$ cat config.mk
export PLATFORM = sky130hd
export DESIGN_NAME = mem_arbiter
export DESIGN_NICKNAME = d
export VERILOG_FILES = /design/src/rtl/mem_arbiter_pkg.sv /design/src/rtl/mem_arbiter_rr2.sv /design/src/rtl/mem_arbiter.sv
export SDC_FILE = /design/constraint.sdc
export NUM_CORES = 1
export LEC_CHECK = 0
export BUFFER_PORTS_ARGS = -buffer_cell sky130_fd_sc_hd__clkbuf_2
export CORE_AREA = 2 2 212 214
export CTS_CLUSTER_DIAMETER = 200
export DETAILED_ROUTE_END_ITERATION = 8
export DIE_AREA = 0 0 214 216
export GPL_TIMING_DRIVEN = 0
export PLACE_DENSITY = 0.41
export REMOVE_ABC_BUFFERS = 1
export SKIP_CTS_REPAIR_TIMING = 1
export SLEW_MARGIN = 20
export SYNTH_ARGS = -nofsm -noshare
export SYNTH_HDL_FRONTEND = slang
export SYNTH_SLANG_ARGS = --single-unit
$ cat constraint.sdc
create_clock -name clk -period 2.1 [get_ports clk]
set_input_delay 0.21 -clock clk [delete_from_list [all_inputs] [get_ports clk]]
set_output_delay 0.21 -clock clk [all_outputs]
set_load 0.005 [all_outputs]
$ cat src/rtl/mem_arbiter_pkg.sv
// Shared encodings for the IFU/LSU memory-port arbiter.
// FSM states, requester ids and store-mask width helper.
package mem_arbiter_pkg;

    localparam logic [1:0] ArbIdle = 2'd0;
    localparam logic [1:0] ArbReq  = 2'd1;
    localparam logic [1:0] ArbWait = 2'd2;

    localparam logic OwnerIfu = 1'b0;
    localparam logic OwnerLsu = 1'b1;

    function automatic int mask_width(input int data_w);
        return data_w / 8;
    endfunction

endpackage

$ cat src/rtl/mem_arbiter_rr2.sv
// Two-way round-robin picker for the memory-port arbiter.
// req_a is the IFU, req_b the LSU; ties go to the side not granted last.
module arb_rr2
    import mem_arbiter_pkg::*;
(
    input  logic req_a,
    input  logic req_b,
    input  logic last,
    output logic gnt_valid,
    output logic gnt
);

    // Pick a winner; a tie is broken against the previous grantee
    always_comb begin
        gnt_valid = req_a | req_b;
        gnt       = OwnerIfu;
        if (req_a && req_b) begin
            gnt = ~last;
        end else if (req_b) begin
            gnt = OwnerLsu;
        end
    end

endmodule

$ cat src/rtl/mem_arbiter.sv
// Single memory port shared by instruction fetch and load/store.
// One outstanding transaction, response routing and a sticky watchdog.
module mem_arbiter
    import mem_arbiter_pkg::*;
#(
    parameter int ADDR_W  = 64,
    parameter int DATA_W  = 64,
    parameter int TIMEOUT = 255
) (
    input  logic                          clk,
    input  logic                          rst_n,
    input  logic                          ifu_req_valid,
    output logic                          ifu_req_ready,
    input  logic [ADDR_W-1:0]             ifu_addr,
    output logic                          ifu_resp_valid,
    output logic [DATA_W-1:0]             ifu_rdata,
    input  logic                          lsu_req_valid,
    output logic                          lsu_req_ready,
    input  logic [ADDR_W-1:0]             lsu_addr,
    input  logic                          lsu_wen,
    input  logic [DATA_W-1:0]             lsu_wdata,
    input  logic [mask_width(DATA_W)-1:0] lsu_wmask,
    output logic                          lsu_resp_valid,
    output logic [DATA_W-1:0]             lsu_rdata,
    output logic                          mem_req_valid,
    input  logic                          mem_req_ready,
    output logic [ADDR_W-1:0]             mem_addr,
    output logic                          mem_wen,
    output logic [DATA_W-1:0]             mem_wdata,
    output logic [mask_width(DATA_W)-1:0] mem_wmask,
    input  logic                          mem_resp_valid,
    input  logic [DATA_W-1:0]             mem_rdata,
    output logic                          err_timeout
);

    localparam int MaskW = mask_width(DATA_W);
    localparam int WdogW = $clog2(TIMEOUT + 1);
    localparam logic [WdogW-1:0] WdogLast = WdogW'(TIMEOUT - 1);

    logic [1:0]       state;
    logic [1:0]       state_nxt;
    logic             owner;
    logic             last_grant;
    logic [WdogW-1:0] wdog;

    logic             gnt_valid;
    logic             gnt;
    logic             idle;
    logic             busy;
    logic             grant_take;
    logic             resp_done;
    logic             resp_timeout;
    logic             resp_fire;
    logic [DATA_W-1:0] resp_data;

    arb_rr2 u_rr2 (
        .req_a     (ifu_req_valid),
        .req_b     (lsu_req_valid),
        .last      (last_grant),
        .gnt_valid (gnt_valid),
        .gnt       (gnt)
    );

    assign idle = (state == ArbIdle);
    assign busy = (state == ArbReq) || (state == ArbWait);

    assign ifu_req_ready = rst_n && idle && gnt_valid && (gnt == OwnerIfu);
    assign lsu_req_ready = rst_n && idle && gnt_valid && (gnt == OwnerLsu);
    assign grant_take    = ifu_req_ready | lsu_req_ready;

    // A real response beats the watchdog when both land in the same cycle
    assign resp_done    = rst_n && (state == ArbWait) && mem_resp_valid;
    assign resp_timeout = rst_n && busy && (wdog == WdogLast) && !resp_done;
    assign resp_fire    = resp_done | resp_timeout;
    assign resp_data    = resp_done ? mem_rdata : '0;

    assign ifu_resp_valid = resp_fire && (owner == OwnerIfu);
    assign lsu_resp_valid = resp_fire && (owner == OwnerLsu);
    assign ifu_rdata      = ifu_resp_valid ? resp_data : '0;
    assign lsu_rdata      = lsu_resp_valid ? resp_data : '0;

    assign mem_req_valid = (state == ArbReq);

    // Next-state selection for the one-transaction handshake
    always_comb begin
        state_nxt = state;
        unique case (state)
            ArbIdle: begin
                if (grant_take) state_nxt = ArbReq;
            end
            ArbReq: begin
                if (resp_timeout)       state_nxt = ArbIdle;
                else if (mem_req_ready) state_nxt = ArbWait;
            end
            ArbWait: begin
                if (resp_fire) state_nxt = ArbIdle;
            end
            default: state_nxt = ArbIdle;
        endcase
    end

    // State, current owner and round-robin history
    always_ff @(posedge clk) begin
        if (!rst_n) begin
            state      <= ArbIdle;
            owner      <= OwnerIfu;
            last_grant <= OwnerIfu;
        end else begin
            state <= state_nxt;
            if (grant_take) begin
                owner      <= gnt;
                last_grant <= gnt;
            end
        end
    end

    // Capture the winner's request; fetches always look like plain reads
    always_ff @(posedge clk) begin
        if (!rst_n) begin
            mem_addr  <= '0;
            mem_wen   <= 1'b0;
            mem_wdata <= '0;
            mem_wmask <= '0;
        end else if (grant_take) begin
            if (gnt == OwnerLsu) begin
                mem_addr  <= lsu_addr;
                mem_wen   <= lsu_wen;
                mem_wdata <= lsu_wdata;
                mem_wmask <= lsu_wmask;
            end else begin
                mem_addr  <= ifu_addr;
                mem_wen   <= 1'b0;
                mem_wdata <= '0;
                mem_wmask <= MaskW'(0);
            end
        end
    end

    // Watchdog age of the live transaction and the sticky error flag
    always_ff @(posedge clk) begin
        if (!rst_n) begin
            wdog        <= '0;
            err_timeout <= 1'b0;
        end else begin
            if (grant_take) begin
                wdog <= '0;
            end else if (busy) begin
                wdog <= wdog + WdogW'(1);
            end
            if (resp_timeout) begin
                err_timeout <= 1'b1;
            end
        end
    end

endmodule

==> impl_metrics.tcl <==
set metrics [dict create \
    cpPeakStageDelay_ns 0.35 \
    num_rows 77 \
    multi_input_area_sq_mm 0.00285 \
    synth_mux_area_share_pct 0.166 \
    worstPathArrival_ns 1.98 \
    vias 7435 \
    via_per_inst 4.03 \
    reg2reg_depth 9 \
    pwr-share-comb_pct 31.6 \
    max_clock_freq_ghz 0.456 \
    yosysSeqAreaShare_pct 49.4 \
    fp.dieW_um 214 \
    clk_pin_slew_ns 0.07 \
    worstMarginPinSlew_ns 0.370 \
    dieHeight_um 216 \
    route.detailed.drc 0 \
    synth_area_sq_mm 0.00604 \
    rsz0062_at_grt "true" \
    grt_max_degree 67 \
    min_path_type "input pin to flip-flop" \
    fill_cells 4747 \
    relSlewSlack_pct 75.3 \
    ys_warn_count 0 \
    avgSynthCellArea_sq_um 9.94 \
    synth_top_family_by_area "compound AO/OA/AOI/OAI gates" \
    drt_iter0_drc 522 \
    synth_edf_count 0 \
    synth_top_area_share_pct 49.4 \
    seq_power_share_pct 37.1 \
    tns_ns -1.74 \
    clock_skew_ns 0.0252 \
    layout_setup_ws_ns -0.0926 \
    crit_type "flip-flop to output pin" \
    clock-sinks 149 \
    clkPwrFrac_pct 31.4 \
    startpoint_type "flip-flop" \
    dr.pass1.iters 7 \
    yosys-top-cells-area "dfxtp_1 49%, and2_1 13%, a222oi_1 11%" \
    hold_depth 3 \
    core_sq_mm 0.0438 \
    finalHoldViolCount 4 \
    synth_most_common_cell "dfxtp_1" \
    cp_slowest_cell "dfxtp_2" \
    drive_above_1_share_pct 50.7 \
    synth_compound_area_share_pct 23.3 \
    r2r_start "state[1]" \
    die-area_sq_mm 0.0462 \
    status "finished, violations left" \
    ys_async_sr_fraction_pct 0 \
    cts_max_level 4 \
    worstHoldStart "lsu_addr[59]" \
    fin_nets 1510 \
    regToRegSetupSlack_ns 0.16 \
    p_sw_mw 3.15 \
    fin_crit_ns 2.19 \
    port_buffers 541 \
    cp.required_ns 1.89 \
    holdWs_ns -0.0102 \
    synth_flop_cell "dfxtp_1" \
    area.growth.synth_to_final_pct 86.1 \
    overflow 0 \
    grt_pass1_vias 6918 \
    drt-total-wl_um 33100 \
    yosys.cell_types.count 35 \
    timing.rr.end "mem_addr[56]" \
    synth-seq-cells 149 \
    met3_usage_pct 4.00 \
    finalSetupViolCount 78 \
    crit_start "state[1]" \
    internal-power_mw 6.49 \
    path_buf_inv 2 \
    synth_common_cells "149 x dfxtp_1, 129 x and2_1, 73 x a22o_1" \
    yosys.area.top_type "dfxtp_1" \
    ios 542 \
    post-route-period-util_pct 104 \
    grt_pass1_wl_um 44500 \
    seq_area_sq_mm 0.00299 \
    cts_buffer_depth 2 \
    dp_hpwl_um 25100 \
    power.leakage_nw 5.53 \
    path_max_fanout 5 \
    ant_nets 0 \
    cts_made_buffers 17 \
    routedWlPerCell_um 18.0 \
    path_delay_family "simple AND/OR/NAND/NOR gates" \
    worstHoldEndpoint "mem_addr[59]" \
    switching_share_pct 32.7 \
    ir_drop_uv 427 \
    failed_checks "hold timing, setup timing" \
    yosys.area_share.simple_pct 20.1 \
    clk_latency_ns 0.46 \
    initial_core_util_pct 13.8 \
    grt_use_met1_pct 13.0 \
    cts_tree "yes" \
    drv_slew 0 \
    synth-xor-area-share_pct 0.725 \
    antenna_found_initial 10 \
    syn_inst 608 \
    crit_chain "inv_2, ha_4, nand4_1, or2_4, a21oi_2, clkbuf_2" \
    root_buffer "clkbuf_16" \
    use_met2_pct 24.1 \
    drv_cap 0 \
    end_kind "output pin" \
    pre_cts_ws_ns -0.325 \
    synthAdderAreaFrac_pct 1.04 \
    gp_routability_congestion 0.971 \
    power_density_mw_per_mm2 858 \
    power_mw 9.64 \
    top_usage_layer "met2" \
    grt_use_total_pct 13.0 \
]
[stage by stage]
stage / utilization [%] / hold slack (ns) / cell area, sq um / instances
final: 25.7 / -0.0102 / 11200 / 1844
after global placement: 21.0 / 0.427 / 9190 / 1682
after CTS: 23.0 / -0.0711 / 10100 / 1728
after global routing: 25.7 / 0.00170 / 11200 / 1844
after floorplan: - / 0.328 / 5740 / 549
after detailed placement: 21.7 / 0.430 / 9530 / 1696
[final cells by class]
class / instances / share of cell area, %
timing repair buffer: 663 / 36.1
sequential: 149 / 26.5
multi-input combinational: 398 / 25.4
tap: 592 / 6.59
clock buffer: 20 / 3.97
clock inverter: 12 / 1.09
inverter: 5 / 0.189
antenna: 5 / 0.111
[tightest hold or removal path, cell delays in order]
cell,delay (ns)
clkbuf_2,0.08
a222oi_1,0.05
nor2_1,0.08
[placed cells by master (no fill, tap or decap), types with 2 or more instances in the layout]
cell	n
inv_6	4
clkbuf_1	2
dlygate4sd3_1	82
clkinv_4	4
nor2_1	70
clkbuf_2	539
and2_1	128
inv_2	2
or3_1	3
ha_1	3
nand2_1	8
a21oi_1	3
clkbuf_16	20
nand4_1	6
buf_4	24
a22o_1	73
inv_1	2
dfxtp_1	147
o21ai_0	5
a222oi_1	64
a21oi_4	2
clkinvlp_4	3
buf_16	5
buf_6	4
nor2_4	4
buf_12	5
dfxtp_2	2
nor2b_1	2
xor2_1	4
diode_2	5
[how the worst max path moves through the flow]
| stage | to | slack, ns | depth (start not counted) |
|---|---|---|---|
| detailed placement | ifu_resp_valid | -0.32 | 6 |
| floorplan | mem_wdata[0] | -2.42 | 3 |
| global placement | mem_wdata[56] | -6.62 | 4 |
| global route | ifu_resp_valid | -0.22 | 6 |
| finish | lsu_resp_valid | -0.09 | 6 |
| CTS | ifu_resp_valid | -0.83 | 6 |
[kinds of logic after synthesis]
logic type | after synthesis
fa+ha+maj | 5
compound gates | 158
buf+inv | 64
simple gates | 226
flops | 149
xor+xnor | 5
mux | 1
[state kept, by name, summed over array words and instances (netlist names)]
| register | cells |
|---|---|
| err_timeout | 1 |
| last_grant | 1 |
| mem_addr | 64 |
| mem_wdata | 64 |
| mem_wen | 1 |
| mem_wmask | 8 |
| state | 2 |
| wdog | 8 |
[per-layer routing]
metal	share of wire (%)	vias up
met3	7.4	51
met1	35	3443
met2	54	437
li1	-	3504
met5	0	-
met4	3.7	0
[power by group through the flow]
stage	sequential [mW]	combinational, mW	clock [mW]
5_1_grt	3.62	3.31	3.23
4_1_cts	3.56	2.68	3.13
3_5_place_dp	3.60	2.67	0
3_3_place_gp	3.58	2.31	0
6_report	3.57	3.04	3.02
2_1_floorplan	3.60	1.14	0
Power figures use the tool's default switching activity.
